**config.mk**
```make
export PLATFORM = sky130hd
export DESIGN_NAME = uart_cmd_bridge
export DESIGN_NICKNAME = d
export VERILOG_FILES = /design/src/rtl/uart_cmd_bridge.sv
export SDC_FILE = /design/constraint.sdc
export NUM_CORES = 1
export LEC_CHECK = 0
export BUFFER_PORTS_ARGS = -buffer_cell sky130_fd_sc_hd__clkbuf_2
export CAP_MARGIN = 20
export CORE_UTILIZATION = 35
export DETAILED_ROUTE_END_ITERATION = 6
export PLACE_DENSITY_LB_ADDON = 0.15
export SLEW_MARGIN = 20
export SYNTH_ARGS = -nofsm -noshare
export SYNTH_HDL_FRONTEND = slang
export SYNTH_SLANG_ARGS = --single-unit
```
**constraint.sdc**
```tcl
create_clock -name clk -period 2.6 [get_ports clk]
set_input_delay 0.26 -clock clk [delete_from_list [all_inputs] [get_ports clk]]
set_output_delay 0.26 -clock clk [all_outputs]
set_load 0.03 [all_outputs]
```
**src/rtl/uart_cmd_bridge.sv**
```systemverilog
// Byte-framed UART command bridge: decodes 'W'/'R' frames into single memory
// requests and answers with an ack byte, the read data, or '?' on a bad opcode.
module uart_cmd_bridge #(
  parameter int ADDR_W      = 24,
  parameter int DATA_W      = 16,
  parameter int TIMEOUT_CYC = 1_330_000
) (
  input  logic              clk,
  input  logic              reset,
  input  logic [7:0]        uart_rdata,
  input  logic              uart_rx_empty,
  output logic              uart_rd,
  output logic [7:0]        uart_wdata,
  output logic              uart_wr,
  input  logic              uart_tx_full,
  output logic              mem_req,
  output logic              mem_we,
  output logic [ADDR_W-1:0] mem_addr,
  output logic [DATA_W-1:0] mem_wdata,
  input  logic              mem_ack,
  input  logic [DATA_W-1:0] mem_rdata,
  output logic              busy,
  output logic              err_tick
);

  localparam int CNT_W = $clog2(TIMEOUT_CYC + 1);

  typedef enum logic [2:0] {IDLE, ADDR, WDATA, REQ, RESP, ERR} state_t;

  state_t              state_q, state_d;
  logic                rd_q, rd_d;
  logic                wr_q, wr_d;
  logic [7:0]          wdata_q, wdata_d;
  logic                req_q, req_d;
  logic                we_q, we_d;
  logic [ADDR_W-1:0]   addr_q, addr_d;
  logic [DATA_W-1:0]   mdata_q, mdata_d;
  logic [DATA_W-1:0]   resp_q, resp_d;
  logic                err_q, err_d;
  logic [CNT_W-1:0]    cnt_q, cnt_d;
  logic [1:0]          idx_q, idx_d;
  logic                timeout;
  logic [15:0]         resp16;

  assign resp16 = 16'(resp_q);

  // cnt_q holds the number of cycles since the last pop (the pop cycle itself is 0)
  assign timeout = (state_q == ADDR || state_q == WDATA) && !rd_q && uart_rx_empty &&
                   (cnt_q >= CNT_W'(TIMEOUT_CYC - 1));

  always_comb begin
    state_d = state_q;
    rd_d    = 1'b0;
    wr_d    = 1'b0;
    wdata_d = wdata_q;
    req_d   = req_q;
    we_d    = we_q;
    addr_d  = addr_q;
    mdata_d = mdata_q;
    resp_d  = resp_q;
    err_d   = 1'b0;
    idx_d   = idx_q;
    cnt_d   = '0;

    // The FIFO empty flag is stale during a pop cycle, so never pop back-to-back.
    if ((state_q == IDLE || state_q == ADDR || state_q == WDATA) && !rd_q && !uart_rx_empty)
      rd_d = 1'b1;

    case (state_q)
      IDLE: begin
        if (rd_q) begin
          if (uart_rdata == 8'h57 || uart_rdata == 8'h52) begin
            we_d    = (uart_rdata == 8'h57);
            addr_d  = '0;
            idx_d   = 2'd0;
            state_d = ADDR;
          end else begin
            err_d   = 1'b1;
            state_d = ERR;
          end
        end
      end
      ADDR: begin
        if (timeout) begin
          err_d   = 1'b1;
          state_d = IDLE;
        end else if (rd_q) begin
          addr_d = ADDR_W'({addr_q, uart_rdata});
          if (idx_q == 2'd2) begin
            idx_d = 2'd0;
            if (we_q) begin
              state_d = WDATA;
            end else begin
              req_d   = 1'b1;
              state_d = REQ;
            end
          end else begin
            idx_d = idx_q + 2'd1;
          end
        end
      end
      WDATA: begin
        if (timeout) begin
          err_d   = 1'b1;
          state_d = IDLE;
        end else if (rd_q) begin
          mdata_d = DATA_W'({mdata_q, uart_rdata});
          if (idx_q == 2'd1) begin
            idx_d   = 2'd0;
            req_d   = 1'b1;
            state_d = REQ;
          end else begin
            idx_d = idx_q + 2'd1;
          end
        end
      end
      REQ: begin
        if (req_q && mem_ack) begin
          req_d   = 1'b0;
          state_d = RESP;
          if (!we_q) resp_d = mem_rdata;
        end
      end
      RESP: begin
        // A push completes in the cycle wr_q is high; the next byte is decided after it.
        if (wr_q) begin
          if (we_q || idx_q == 2'd1) begin
            idx_d   = 2'd0;
            state_d = IDLE;
          end else begin
            idx_d = 2'd1;
          end
        end else if (!uart_tx_full) begin
          wr_d    = 1'b1;
          wdata_d = we_q ? 8'h4B : ((idx_q == 2'd0) ? resp16[15:8] : resp16[7:0]);
        end
      end
      ERR: begin
        if (wr_q) begin
          state_d = IDLE;
        end else if (!uart_tx_full) begin
          wr_d    = 1'b1;
          wdata_d = 8'h3F;
        end
      end
      default: state_d = IDLE;
    endcase

    if (state_d == ADDR || state_d == WDATA)
      cnt_d = rd_q ? CNT_W'(1) : cnt_q + CNT_W'(1);
  end

  always_ff @(posedge clk) begin
    if (reset) begin
      state_q <= IDLE;
      rd_q    <= 1'b0;
      wr_q    <= 1'b0;
      wdata_q <= '0;
      req_q   <= 1'b0;
      we_q    <= 1'b0;
      addr_q  <= '0;
      mdata_q <= '0;
      resp_q  <= '0;
      err_q   <= 1'b0;
      cnt_q   <= '0;
      idx_q   <= '0;
    end else begin
      state_q <= state_d;
      rd_q    <= rd_d;
      wr_q    <= wr_d;
      wdata_q <= wdata_d;
      req_q   <= req_d;
      we_q    <= we_d;
      addr_q  <= addr_d;
      mdata_q <= mdata_d;
      resp_q  <= resp_d;
      err_q   <= err_d;
      cnt_q   <= cnt_d;
      idx_q   <= idx_d;
    end
  end

  assign uart_rd    = rd_q;
  assign uart_wr    = wr_q;
  assign uart_wdata = wdata_q;
  assign mem_req    = req_q;
  assign mem_we     = we_q;
  assign mem_addr   = addr_q;
  assign mem_wdata  = mdata_q;
  assign err_tick   = err_q;
  assign busy       = (state_q != IDLE);

endmodule

```
# Yosys cells after proc, flatten, opt, wreduce, memory -nomap -nowiden
# Cells that the tools add are included.
# op_classes
n_mux	53
n_eq_ne	26
n_lt_le_gt_ge	1
n_bitwise	4
n_addsub	2
n_reduce_logical	33
# op_table
cell	count
two-way mux 24 bit	4
two-way mux 8 bit	6
case mux 24 bit (2 select lines)	1
two-way mux 3 bit	12
!= test 2 bit (second input constant)	12
adder 21 x 1 -> 21 bit (second input constant)	1
greater-or-equal comparator 21 bit (second input constant)	1
two-way mux 2 bit	9
case mux 3 bit (6 select lines)	1
equality test 8 x 7 -> 1 bit (second input constant)	2
two-way mux 1 bit	16
case mux 8 bit (2 select lines)	1
AND reduction 5 bit	2
equality test 3 x 2 -> 1 bit (second input constant)	3
AND reduction 3 bit	3
AND reduction 9 bit	1
case mux 2 bit (4 select lines)	1
AND reduction 8 bit	1
equality test 3 x 1 -> 1 bit (second input constant)	2
equality test 3 bit (second input constant)	2
logical AND 1 bit	6
logical OR 1 bit	6
!= test 2 x 1 -> 1 bit (second input constant)	3
nonzero test 3 bit	2
13 further kinds	21
# word_totals
out_inout_bits	54
ff_bits	95
inputBits	29

# Depth between registers and ports, before layout
# Gate-level depths: netlist of the first run.
# logic_depth
word_depth	11
ltp_mapped	8
ltp_nobuf	6

# Worst setup path after synthesis of the first run
# OpenSTA, ideal clock, no wires.
# synth_path
kind	register -> register
from	register rd_q (netlist: uart_rd)
to	register cnt_q[20]
path_buffers	2
path_stages_with_launch	8
slack_ns	0.591
setup_time_ns	0.117
arrival_ns	1.892
cell_sequence	dfxtp_1 -> buf_2 -> nor4b_4 -> a31oi_1 -> a211o_2 -> o211ai_4 -> buf_8 -> nor3_1
# synth_via
elab_chain_cells	10
word_cells_on_any_way	15
classes_between	eq/ne (2); mux (6); bitwise (1); reduce/logical (6)
# synth_lines
item	line_no	source
from (decl)	31	logic rd_q, rd_d;
from (signal assigned)	169	rd_q <= rd_d;
zero test 1 bit	48	assign timeout = (state_q == ADDR || state_q == WDATA) && !rd_q && uart_rx_empty &&
logical AND 1 bit (3 in a row)	48	
two-way mux 3 bit, on equally long branches	103, 84	
case mux 3 bit (6 select lines)	69	case (state_q)
equality test 3 x 1 -> 1 bit or equality test 3 x 2 -> 1 bit (tied branches)	149	if (state_d == ADDR || state_d == WDATA)
logical OR 1 bit	149	
inverter 1 bit (no line)	-	
OR reduction 3 bit (no line) (*)	-	
to (signal assigned)	178	cnt_q <= cnt_d;
to (decl)	40	logic [CNT_W-1:0] cnt_q, cnt_d;
# Mark *: on every way between the ends. The rest lies on a longest branch, timed or not.
# A chain may end at the register's enable or synchronous reset.

# Worst setup path in the final report of the first run
# layout_path
from	register state_q[1]
to	register cnt_q[5]
# layout_via
elab_chain_cells	11
word_cells_on_any_way	27
classes_between	eq/ne (7); mux (12); bitwise (1); reduce/logical (7)
# layout_lines
item	line_no	source
from (decl)	30	state_t state_q, state_d;
from (signal assigned)	168	state_q <= state_d;
equality test 3 x 1 -> 1 bit or equality test 3 x 2 -> 1 bit (tied branches)	48, 69	
logical OR 1 bit	48	
logical AND 1 bit (3 in a row)	48	
two-way mux 3 bit, on equally long branches	103, 84	
case mux 3 bit (6 select lines) (*)	69	
equality test 3 x 1 -> 1 bit or equality test 3 x 2 -> 1 bit (tied branches)	149	
logical OR 1 bit (*)	149	
inverter 1 bit (no line) (*)	-	
OR reduction 3 bit (no line) (*)	-	
# Marked as above.

==> impl_metrics.py, run 1 <==
metrics = {
    "outcome": {
        "status": "complete, but fails checks",
        "violations": "design-rule violations",
    },
    "clock_tree": {
        "clockBufferDepth": 2,
        "cts_tree": "yes",
        "cts_setup_buffers": 0,
        "cts_resized": 0,
        "htree_num_levels": 3,
        "clock_sinks": 95,
        "cts_buffers": 9,
        "clkLatencyLatePin_ns": 0.35,
        "postCtsHoldBufs": 0,
        "cts_root_buffer": "clkbuf_16",
        "clk_pin_slew_ns": 0.07,
    },
    "yosys": {
        "ys_seq_area_share_pct": 45.2,
        "postSynthCellCount": 510,
        "synth_area_sq_um": 4210,
        "syn_area_per_cell_sq_um": 8.25,
        "synth_warnings": 0,
        "async_reset_ff_share_pct": 0,
        "ys_ff_latch": 95,
        "synth-main-ff-cell": "dfxtp_1",
        "ys_types": 61,
        "syn_nets": 540,
        "synth-edff-count": 0,
    },
    "layout": {
        "final_layout_size_suffix_gt1_share_pct": 22.6,
        "postLayoutCellArea_sq_um": 4970,
        "antenna_cells": 0,
        "multiInputGateArea_sq_um": 2100,
        "n_fill_cell": 1187,
        "fin_nets": 609,
        "ff_latch_area_sq_um": 1900,
        "area_delta_synth_final_pct": 18.1,
        "fin_util_pct": 43.0,
    },
    "routing": {
        "vias_per_cell": 5.11,
        "drtIter0Drc": 254,
        "vias": 3716,
        "ant_nets": 0,
        "drt_wl_total_um": 10500,
        "remaining_drc_errors": 1,
        "first_pass_iters": 7,
        "wire_per_inst_um": 14.4,
    },
    "setup_path": {
        "worstPathArrival_ns": 2.48,
        "cp.required_ns": 2.81,
        "crit_type": "reg2reg",
        "end_kind": "flop",
        "crit_path_start_kind": "flop",
        "crit_fanout": 19,
        "rrSetupSlack_ns": 0.32,
    },
    "sta": {
        "timing.slew.headroom_pct": 46.5,
        "finalClockSkew_ns": 0.0102,
        "tightestPinTransition_ns": 0.802,
        "drv_slew": 0,
        "setup_tns_ns": 0,
        "fmax_mhz": 439,
        "hold_viol_final": 0,
        "fin_crit_ns": 2.28,
        "post-route-period-util_pct": 87.5,
        "rsz0062_at_grt": "false",
        "finalSetupViolCount": 0,
        "hold_slack_ns": 0.108,
    },
    "place": {
        "placed_cell_area_sq_um": 4670,
        "dp_hpwl_um": 7260,
        "place_congestion": 0.797,
        "numPortBuffers": 82,
    },
    "die": {
        "ios": 83,
        "die_w_um": 112,
        "fp.dieH_um": 112,
        "row_count": 39,
        "initial_core_util_pct": 36.4,
        "coreArea_sq_um": 11600,
        "dieArea_sq_um": 12500,
    },
    "power_and_ir_drop": {
        "power_leakage_nw": 1.79,
        "ir_drop_mv": 0.483,
        "powerDensity_nw_per_um2": 646,
    },
    "global_routing": {
        "grt_max_degree": 42,
        "grt_pass1_wl_um": 18100,
        "antenna_found_initial": 0,
        "grt_pass1_vias": 3614,
        "grtUsageTotal_pct": 18.2,
        "grt-ovfl-total": 0,
    },
    "hold_path": {
        "min_path_type": "in2reg",
    },
    "flow_run": {
        "cap_viol_max_count": 0,
    },
}
## layer usage
| metal | global-route usage (%) | part of all wire [%] | vias to the layer above |
|---|---|---|---|
| met5 | 0 | 0 | - |
| met3 | 5.66 | 4.9 | 8 |
| met2 | 29.4 | 47 | 87 |
| li1 | - | - | 1896 |
| met4 | 4.50 | 0.97 | 0 |
| met1 | 23.4 | 47 | 1725 |
## logic make-up after synthesis
logic type               count (synthesis)  share of synthesized area [%]
AO/OA/AOI/OAI                          102                           15.8
buffers and inverters                   37                           4.94
flip-flops                              95                           45.2
XOR/XNOR                                21                           4.37
AND/OR/NAND/NOR                        253                           29.2
multiplexers                             1                          0.238
adder cells (fa/ha/maj)                  1                          0.297
## report_power, final
part / leakage (nW) / internal [mW] / switching [mW]
registers: 0.766 / 1.48 / 0.0470
clock network: 0.138 / 0.745 / 0.579
logic: 0.882 / 0.119 / 0.242
## state kept, by name (all words and copies together) (netlist names)
name	cells
err_tick	1
uart_rd	1
uart_wdata	8
uart_wr	1
mem_we	1
cnt_q	21
mem_req	1
state_q	3
idx_q	2
mem_addr	24
mem_wdata	16
resp16	16
## metrics by stage
stage | power, mW | setup slack, ns | instances
after floorplan | 1.84 | 0.591 | 510
after global placement | 1.92 | 0.412 | 711
after detailed placement | 1.92 | 0.316 | 711
after CTS | 3.26 | 0.293 | 727
after global routing | 3.36 | 0.135 | 727
final | 3.21 | 0.324 | 727
## worst paths after layout
path / startpoint / end / cells past startpoint
worst max-delay path: state_q[1] / cnt_q[5] / 5
worst min-delay path: uart_rx_empty / uart_rd / 2
worst max register to register: state_q[1] / cnt_q[5] / 5
worst min register to register: mem_addr[19] / mem_addr[19] / 2
## layout by cell type (no fill, tap or decap), types with 8 or more instances in the layout
cell type / instances
a21oi_1: 67
clkbuf_2: 82
buf_4: 8
clkbuf_16: 9
nand2_1: 120
nor2_1: 28
nand3_1: 36
xor2_1: 12
dfxtp_1: 95
xnor2_1: 9
nor3_1: 23
## layout make-up
class | count | area share [%]
Clock buffer | 9 | 4.53
Clock inverter | 7 | 1.44
Inverter | 5 | 0.378
Multi-Input combinational cell | 378 | 42.3
Sequential cell | 95 | 38.3
Tap cell | 143 | 3.60
Timing Repair Buffer | 90 | 9.47
## critical path, cell delays in order, from the launching register on
cell,delay (ns)
dfxtp_1,0.68
and4bb_2,0.58
a22oi_4,0.14
a211o_2,0.35
o211ai_4,0.25
nor3_1,0.13
## synth_stat cells (all sizes together) (2+ instances only)
cell type,count,area [sq um]
clkbuf,20,85.1
o211a,2,20.0
inv,5,18.8
a211o,3,27.5
nor3,26,140
o211ai,3,36.3
a21o,2,15.0
dfxtp,95,1900
buf,12,104
and3,2,13.8
a21oi,67,335
nor4,4,40.0
a211oi,4,40.0
xor2,12,105
nand3b,2,15.0
nor2b,4,25.0
o21ai,4,20.0
xnor2,9,78.8
and4bb,2,25.0
a31oi,5,31.3
a22oi,2,28.8
nand4,4,25.0
nand2,121,462
or2,7,43.8
nand3,36,180
a311oi,4,35.0
nand2b,2,12.5
nor2,30,123
or3,4,25.0
(Power assumes the default switching activity.)
==> run 2: changes to the inputs <==
--- a/config.mk
+++ b/config.mk
@@ -7,7 +7,7 @@
 export LEC_CHECK = 0
 export BUFFER_PORTS_ARGS = -buffer_cell sky130_fd_sc_hd__clkbuf_2
 export CAP_MARGIN = 20
-export CORE_UTILIZATION = 35
+export CORE_UTILIZATION = 59
 export DETAILED_ROUTE_END_ITERATION = 6
 export PLACE_DENSITY_LB_ADDON = 0.15
 export SLEW_MARGIN = 20
==> run 2 against run 1 <==
  * The run now ends clean
  * First-iteration DRC count grew 11%
  * Worst hold slack got worse by 0.0023 ns
  * Utilization increased by 28 points
  * Sequential share of layout area is 1.1 points higher
  * Setup slack improved by 0.0031 ns
  * Clock skew about the same
  * Routed wire length decreased by 7.8%
  * Highest routed layer unchanged
==> impl_metrics.py, run 2 (synthesized netlist as in run 1, its figures left out) <==
metrics = {
    "outcome": {
        "status": "complete, no violations",
    },
    "layout": {
        "n_fill_cell": 557,
        "largest_reg_flops": 24,
        "final_layout_size_suffix_gt1_share_pct": 22.0,
        "final_cell_mix": "nand2_1, dfxtp_1, clkbuf_2",
        "mostFrequentLayoutCell": "nand2_1",
        "area_delta_synth_final_pct": 14.7,
        "fin_nets": 607,
        "antenna_cells": 0,
    },
    "global_routing": {
        "grt_pass1_vias": 3476,
        "grt_max_degree": 47,
        "grt-busiest-layer": "met2",
        "grtUsageTotal_pct": 26.6,
        "met2_usage_pct": 42.9,
        "grt_pass1_wl_um": 15900,
        "grt-ovfl-total": 0,
        "antenna_found_initial": 0,
        "grt.met3_usage_pct": 5.62,
        "grt_use_met1_pct": 34.7,
    },
    "setup_path": {
        "end_kind": "flop",
        "worstPathArrival_ns": 2.49,
        "crit_fanout": 19,
        "cp.required_ns": 2.81,
        "crit_type": "reg2reg",
        "max_stage_delay_ns": 0.67,
        "crit_family": "compound AO/OA/AOI/OAI gates",
        "cp_cell_sequence": "and4bb_2, a22oi_4, a211o_2, o211ai_4, nor3_1",
        "crit_buf_inv": 0,
        "slowest_stage": "dfxtp_1",
        "crit_path_start_kind": "flop",
    },
    "sta": {
        "timing.slew.headroom_pct": 48.4,
        "tightestPinTransition_ns": 0.775,
        "post-route-period-util_pct": 87.4,
        "rsz0062_at_grt": "false",
        "hold_viol_final": 0,
        "fmax_mhz": 440,
        "drv_slew": 0,
        "finalSetupViolCount": 0,
        "setup_tns_ns": 0,
        "fin_crit_ns": 2.27,
        "finalClockSkew_ns": 0.0100,
    },
    "power_and_ir_drop": {
        "power_frac_seq_pct": 50.9,
        "p_int_mw": 2.19,
        "powerDensity_nw_per_um2": 619,
        "ir_drop_mv": 0.327,
        "fin_total_pwr_mw": 2.99,
        "power_frac_comb_pct": 11.9,
        "p_sw_share_pct": 26.7,
        "pwr-share-clk_pct": 37.2,
        "power_leakage_nw": 1.75,
        "power_switching_uw": 799,
    },
    "flow_run": {
        "cap_viol_max_count": 0,
    },
    "clock_tree": {
        "cts_buffers": 9,
        "cts_resized": 0,
        "clkLatencyLatePin_ns": 0.36,
        "clk_pin_slew_ns": 0.09,
        "cts_tree": "yes",
        "clockBufferDepth": 2,
        "htree_num_levels": 3,
        "postCtsHoldBufs": 0,
        "cts_root_buffer": "clkbuf_8",
        "cts_setup_buffers": 0,
        "clock_sinks": 95,
    },
    "routing": {
        "drtIter0Drc": 282,
        "vias": 3756,
        "ant_nets": 0,
        "first_pass_iters": 4,
        "remaining_drc_errors": 0,
        "vias_per_cell": 5.54,
        "drt_wl_total_um": 9680,
        "wire_per_inst_um": 14.3,
    },
    "place": {
        "dp_hpwl_um": 6520,
        "place_congestion": 0.872,
        "numPortBuffers": 82,
    },
    "die": {
        "coreArea_sq_um": 6830,
        "fp.dieH_um": 86.5,
        "dieArea_sq_um": 7470,
        "die_w_um": 86.5,
        "initial_core_util_pct": 61.6,
        "row_count": 30,
        "ios": 83,
    },
    "hold_path": {
        "min_path_type": "in2reg",
    },
}
-- run 2: changes by cell type in the layout (fill, tap and decap cells not counted), sizes merged --
cell,change
buf,-2
bufinv,+1
clkbuf,+3
clkinv,-2
clkinvlp,-2
-- run 2: power by group through the flow --
| stage | clock network, mW | logic [mW] | registers, mW |
|---|---|---|---|
| floorplan | 0 | 0.284 | 1.55 |
| global placement | 0 | 0.348 | 1.55 |
| detailed placement | 0 | 0.355 | 1.55 |
| CTS | 1.13 | 0.358 | 1.52 |
| global route | 1.19 | 0.387 | 1.53 |
| finish | 1.11 | 0.357 | 1.52 |
-- run 2: worst paths after layout --
check             depth (start not counted)     startpoint           end  slack, ns
setup / recovery                          5     state_q[1]      cnt_q[2]       0.33
hold reg to reg                           2   mem_addr[18]  mem_addr[18]       0.46
setup reg to reg                          5     state_q[1]      cnt_q[2]       0.33
hold / removal                            2  uart_rx_empty       uart_rd       0.11
-- run 2: metal layers --
metal	wire length, um	vias to the layer above
li1	-	1884
met5	0	-
met3	427	12
met1	4290	1752
met4	128	0
met2	4830	108
-- run 2: metrics by stage --
step                setup slack (ns)  cell area (sq um)  hold WS (ns)  std cells  utilization (%)
finish                         0.327               4830         0.106        678             70.6
global placement               0.427               4590         0.440        662             67.3
global route                   0.170               4830        0.0983        678             70.6
detailed placement             0.368               4590         0.445        662             67.3
floorplan                      0.591               4210         0.337        510                -
CTS                            0.341               4830        0.0887        678             70.6
-- run 2: final cells by class --
class	instances	area (sq um)	area share, %
clock inverters	4	76.3	1.58
repair buffers	88	455	9.44
clock buffers	12	155	3.21
multi-input cells	378	2100	43.5
well taps	96	120	2.49
flip-flops and latches	95	1900	39.4
inverters	5	18.8	0.389
-- run 2: worst register-to-register path, cell delays in order (launching register included) --
cell and delay, ns:
dfxtp_1 0.67, and4bb_2 0.58, a22oi_4 0.14, a211o_2 0.35, o211ai_4 0.25, nor3_1 0.14
